[config.mk]
export PLATFORM = sky130hd
export DESIGN_NAME = seq_divider_flat
export DESIGN_NICKNAME = d
export VERILOG_FILES = /design/src/rtl/seq_divider_if.sv /design/src/rtl/seq_divider.sv /design/src/flat_wrapper.sv
export SDC_FILE = /design/constraint.sdc
export NUM_CORES = 1
export LEC_CHECK = 0
export CAP_MARGIN = 20
export CORE_ASPECT_RATIO = 0.5
export CORE_UTILIZATION = 41
export CTS_BUF_LIST = sky130_fd_sc_hd__clkbuf_8
export CTS_CLUSTER_DIAMETER = 100
export DETAILED_ROUTE_END_ITERATION = 10
export SKIP_CTS_REPAIR_TIMING = 1
export SLEW_MARGIN = 20
export SYNTH_ARGS = -nofsm -noshare
export SYNTH_HDL_FRONTEND = slang
export SYNTH_SLANG_ARGS = --single-unit
[constraint.sdc]
create_clock -name clk -period 4.2 [get_ports clk]
set_clock_uncertainty 0.2 [all_clocks]
set_input_delay 0.63 -clock clk [delete_from_list [all_inputs] [get_ports clk]]
set_output_delay 0.63 -clock clk [all_outputs]
set_load 0.005 [all_outputs]
[src/rtl/seq_divider_if.sv]
// Handshake and operand/result bundle for the sequential divider.
// The divider uses the slave modport; the requester uses master.
interface seq_divider_if #(
  parameter int WIDTH = 4
);
  logic             start;
  logic [WIDTH-1:0] dividend;
  logic [WIDTH-1:0] divisor;
  logic             busy;
  logic             done;
  logic [WIDTH-1:0] quotient;
  logic [WIDTH-1:0] remainder;
  logic             div_by_zero;

  modport master (
    output start, dividend, divisor,
    input  busy, done, quotient, remainder, div_by_zero
  );

  modport slave (
    input  start, dividend, divisor,
    output busy, done, quotient, remainder, div_by_zero
  );
endinterface

[src/rtl/seq_divider.sv]
// Multi-cycle unsigned restoring divider producing one quotient bit per clock.
// Results stay in registers until the next accepted start.
module seq_divider #(
  parameter int WIDTH = 4
) (
  input  logic           clk,
  input  logic           rst_n,
  seq_divider_if.slave   bus
);
  localparam int            CW       = $clog2(WIDTH + 1);
  localparam logic [CW-1:0] CNT_LAST = CW'(WIDTH - 1);
  localparam logic [CW-1:0] CNT_ONE  = CW'(32'd1);

  typedef enum logic [1:0] {
    S_IDLE = 2'd0,
    S_CALC = 2'd1,
    S_DONE = 2'd2
  } state_t;

  state_t           state_q, state_d;
  logic [WIDTH-1:0] q_q, q_d;
  logic [WIDTH:0]   r_q, r_d;
  logic [CW-1:0]    cnt_q, cnt_d;
  logic [WIDTH-1:0] dvsr_q, dvsr_d;
  logic [WIDTH-1:0] quot_q, quot_d;
  logic [WIDTH-1:0] rem_q, rem_d;
  logic             dbz_q, dbz_d;
  logic             busy_q, busy_d;
  logic             done_q, done_d;

  logic [WIDTH:0]   rs_s;
  logic [WIDTH:0]   t_s;

  // Trial subtraction: the top bit of t_s is the borrow.
  assign rs_s = {r_q[WIDTH-1:0], q_q[WIDTH-1]};
  assign t_s  = rs_s - {1'b0, dvsr_q};

  // State and datapath registers.
  always_ff @(posedge clk or negedge rst_n) begin
    if (!rst_n) begin
      state_q <= S_IDLE;
      q_q     <= {WIDTH{1'b0}};
      r_q     <= {(WIDTH+1){1'b0}};
      cnt_q   <= {CW{1'b0}};
      dvsr_q  <= {WIDTH{1'b0}};
      quot_q  <= {WIDTH{1'b0}};
      rem_q   <= {WIDTH{1'b0}};
      dbz_q   <= 1'b0;
      busy_q  <= 1'b0;
      done_q  <= 1'b0;
    end else begin
      state_q <= state_d;
      q_q     <= q_d;
      r_q     <= r_d;
      cnt_q   <= cnt_d;
      dvsr_q  <= dvsr_d;
      quot_q  <= quot_d;
      rem_q   <= rem_d;
      dbz_q   <= dbz_d;
      busy_q  <= busy_d;
      done_q  <= done_d;
    end
  end

  // Next-state and next-output logic.
  always_comb begin
    state_d = state_q;
    q_d     = q_q;
    r_d     = r_q;
    cnt_d   = cnt_q;
    dvsr_d  = dvsr_q;
    quot_d  = quot_q;
    rem_d   = rem_q;
    dbz_d   = dbz_q;
    busy_d  = busy_q;
    done_d  = 1'b0;

    case (state_q)
      S_IDLE: begin
        if (bus.start) begin
          if (bus.divisor != {WIDTH{1'b0}}) begin
            q_d     = bus.dividend;
            r_d     = {(WIDTH+1){1'b0}};
            cnt_d   = {CW{1'b0}};
            dvsr_d  = bus.divisor;
            busy_d  = 1'b1;
            state_d = S_CALC;
          end else begin
            quot_d  = {WIDTH{1'b1}};
            rem_d   = bus.dividend;
            dbz_d   = 1'b1;
            done_d  = 1'b1;
            state_d = S_DONE;
          end
        end else begin
          state_d = S_IDLE;
        end
      end
      S_CALC: begin
        if (!t_s[WIDTH]) begin
          r_d = t_s;
          q_d = {q_q[WIDTH-2:0], 1'b1};
        end else begin
          r_d = rs_s;
          q_d = {q_q[WIDTH-2:0], 1'b0};
        end
        cnt_d = cnt_q + CNT_ONE;
        // Last iteration publishes the freshly computed Q/R directly.
        if (cnt_q == CNT_LAST) begin
          quot_d  = q_d;
          rem_d   = r_d[WIDTH-1:0];
          dbz_d   = 1'b0;
          busy_d  = 1'b0;
          done_d  = 1'b1;
          state_d = S_DONE;
        end else begin
          state_d = S_CALC;
        end
      end
      S_DONE: begin
        state_d = S_IDLE;
      end
      default: begin
        busy_d  = 1'b0;
        state_d = S_IDLE;
      end
    endcase
  end

  assign bus.busy        = busy_q;
  assign bus.done        = done_q;
  assign bus.quotient    = quot_q;
  assign bus.remainder   = rem_q;
  assign bus.div_by_zero = dbz_q;
endmodule

[src/flat_wrapper.sv]
// flat-port wrapper written by rule: the top's interface ports become plain ports
module seq_divider_flat 
#(
  parameter int WIDTH = 4
)
  (clk, rst_n, bus_start, bus_dividend, bus_divisor, bus_busy, bus_done, bus_quotient, bus_remainder, bus_div_by_zero);
  seq_divider_if #(.WIDTH(WIDTH)) bus_i ();
  input  logic clk;
  input  logic rst_n;
  input wire logic [$bits(bus_i.start)-1:0] bus_start;
  input wire logic [$bits(bus_i.dividend)-1:0] bus_dividend;
  input wire logic [$bits(bus_i.divisor)-1:0] bus_divisor;
  output wire logic [$bits(bus_i.busy)-1:0] bus_busy;
  output wire logic [$bits(bus_i.done)-1:0] bus_done;
  output wire logic [$bits(bus_i.quotient)-1:0] bus_quotient;
  output wire logic [$bits(bus_i.remainder)-1:0] bus_remainder;
  output wire logic [$bits(bus_i.div_by_zero)-1:0] bus_div_by_zero;
  assign bus_i.start = bus_start;
  assign bus_i.dividend = bus_dividend;
  assign bus_i.divisor = bus_divisor;
  assign bus_busy = bus_i.busy;
  assign bus_done = bus_i.done;
  assign bus_quotient = bus_i.quotient;
  assign bus_remainder = bus_i.remainder;
  assign bus_div_by_zero = bus_i.div_by_zero;
  seq_divider #(.WIDTH(WIDTH)) u_core (.clk(clk), .rst_n(rst_n), .bus(bus_i));
endmodule
==> flow_metrics.tcl <==
set metrics [dict create \
    status "finished clean" \
    async_reset_ff_frac 1.000 \
    cts_made_buffers 3 \
    overflow 0 \
    synthAdderAreaFrac 0.06574 \
    syn_area_per_cell_sq_um 9.839 \
    fmax_mhz 385.5 \
    grt_usage 0.1930 \
    rsz0062_at_grt "false" \
    gp_congestion 0.7822 \
    dr.first_iter.drc_count 59 \
    drive_above_1_share 0.07784 \
    final_common_cell "dfrtp_1" \
    grt_max_degree 28 \
    worstSetupPathType "input port to flip-flop" \
    worst_path_max_delay_cell "o41ai_4" \
    synth_cell_types 33 \
    yosys_most_used_dff "dfrtp_1" \
    synth_edf_count 0 \
    routed_wl_mm 3.230 \
    cp_max_fo 13 \
    placed_cells 211 \
    synth-simple-area-share 0.1652 \
    hold_violations 0 \
    first_pass_iters 4 \
    vias_per_cell 5.177 \
    synthesis.nets 165 \
    synthCells 147 \
    ys_seq_elements 27 \
    report.final.slew_viol_count 0 \
    nNetsFinal 186 \
    cp.buffers_inverters 1 \
    hpwl_mm 2.382 \
    initial_core_util 0.4562 \
    grt_pass1_wl_mm 5.340 \
    worst_path_largest_cell_delay_ps 590 \
    cts-root-buf "clkbuf_8" \
    post-route-period-util 0.6176 \
    peakVddDrop_v 0.0003173 \
    die_w_um 86.00 \
    cp.arrival_ps 2590 \
    area_delta_synth_final_pct 20.16 \
    yosys_warnings 0 \
    slew_headroom 0.4719 \
    die_h_um 44 \
    die_area_sq_um 3784 \
    max_cap_violations 0 \
    multi_input_area_sq_um 694.4 \
    syn_area_sq_um 1446 \
    cts_max_path_buffers 2 \
    drc 0 \
    clk_pin_slew_worst_paths_ps 100 \
    htreeDepth 1 \
    power_density_nw_per_um2 802.7 \
    synthXorXnorAreaFrac 0.01817 \
    num_vias 1113 \
    n_antenna_cell 0 \
    hold_path.class "flip-flop to flip-flop" \
    synth_top_family_by_area "compound AO/OA/AOI/OAI gates" \
    synth.mux.area_fraction 0.01471 \
    stdcell_count 215 \
    critPathRequiredTime_ps 4200 \
    cts_tree "built" \
    p_leak_uw 0.0007314 \
    rows 14 \
    clk-insertion-delay-late_ps 280 \
    cp_cell_sequence "clkdlybuf4s50_1, or4_4, o41ai_4, o21ai_0, a41oi_1" \
    regArea_sq_um 675.6 \
    min_period_ps 2594 \
    crit_path_end_kind "flip-flop" \
    n_fill_cell 293 \
    core_region_area_sq_um 3171 \
    netlist.area_leader.share 0.4671 \
    synth_compound_gate_area_share 0.2163 \
    clock_sinks 27 \
    critPathTopFamily "compound AO/OA/AOI/OAI gates" \
    tightest_slew_ps 786.2 \
    antenna_found_initial 0 \
    synthTopCellsByArea "dfrtp_1 (47%), a21oi_1 (5.5%), ha_1 (5.2%)" \
    final_antenna_net_count 0 \
    yosysTopAreaCell "dfrtp_1" \
    fin_tns_setup_ps 0 \
    setup_viol 0 \
    r2r_slack_ps 1680 \
    startpoint_type "input port" \
    routedWlPerCell_um 15.02 \
    layout_common_cells "dfrtp_1 (27), clkdlybuf4s50_1 (21), a21oi_1 (16)" \
    synth-seq-area-share 0.4671 \
    port_buffers 21 \
    ios 22 \
    grt_pass1_vias 1044 \
]
## per-stage QoR
stage | setup slack (ps) | hold slack (ps) | total power, uW | area [sq um] | utilization
CTS | 1595 | 306.0 | 1398 | 1738 | 0.5481
finish | 1606 | 300.5 | 1395 | 1738 | 0.5481
global route | 1448 | 321.1 | 1524 | 1738 | 0.5481
floorplan | 2024 | 134.4 | 997.3 | 1446 | -
global placement | 1353 | 276.0 | 1230 | 1689 | 0.5328
detailed placement | 1309 | 281.1 | 1236 | 1689 | 0.5328
## report_power, final
part | switching, uW | internal (uW) | leakage (uW)
logic | 389 | 363 | 0.000382
clock network | 87.5 | 67.5 | 0.0000217
registers | 109 | 379 | 0.000327
total | 586 | 809 | 0.000731
## routing by layer
layer	global-route usage	part of all wire
met5	0	0
met4	0.03000	0.0025
met3	0.05143	0.040
met2	0.2524	0.39
met1	0.3134	0.57
## cell families (layout without fill, tap and decap cells)
family	Yosys count	in the layout
AO/OA/AOI/OAI	46	46
AND/OR/NAND/NOR	46	46
flip-flops	27	27
buffers and inverters	16	36
adder cells (fa/ha/maj)	7	7
XOR/XNOR	3	3
multiplexers	2	2
## worst min-delay path, delay by kind of cell, from the launching register on
family / cells / cell delay (ps)
flops: 1 / 360
compound gates: 1 / 70
simple gates: 1 / 40
## worst paths after layout
check | start | end | cells after the start
setup / recovery | bus_divisor[1] | u_core.bus.remainder[3] | 5
hold / removal | u_core.cnt_q[2] | u_core.cnt_q[2] | 2
setup reg to reg | u_core.q_q[3] | u_core.bus.remainder[3] | 8
hold reg to reg | u_core.cnt_q[2] | u_core.cnt_q[2] | 2
max in group asynchronous | rst_n | u_core.dvsr_q[0] | 2
min in group asynchronous | rst_n | u_core.bus.div_by_zero | 2
## sequential cells by signal, indices dropped and copies added (netlist names)
register,flops
u_core.q_q,4
u_core.bus.busy,1
u_core.dvsr_q,4
u_core.bus.quotient,4
u_core.cnt_q,3
u_core.bus.remainder,4
u_core.bus.div_by_zero,1
u_core.bus.done,1
u_core.r_q,4
u_core.state_q,1
## synth_stat cells, types with 2 or more instances
master and count:
a211o_1 3, a211oi_1 3, a21o_1 3, a21oi_1 16
buf_2 4, dfrtp_1 27, ha_1 6, inv_1 9
nand2_1 14, nand2b_1 3, nand3_1 5, nand3b_1 5
nor2_1 8, nor3_1 2, nor3b_1 3, o21ai_0 12
o22a_2 4, or3_1 4, xnor2_1 2
## area by class of cell
cell class,count,area share
clock buffers,3,0.02376
clock inverters,1,0.004320
inverters,9,0.01944
multi-input cells,104,0.3996
flip-flops and latches,27,0.3888
well taps,48,0.03456
repair buffers,23,0.1296
Power figures use the tool's default switching activity.
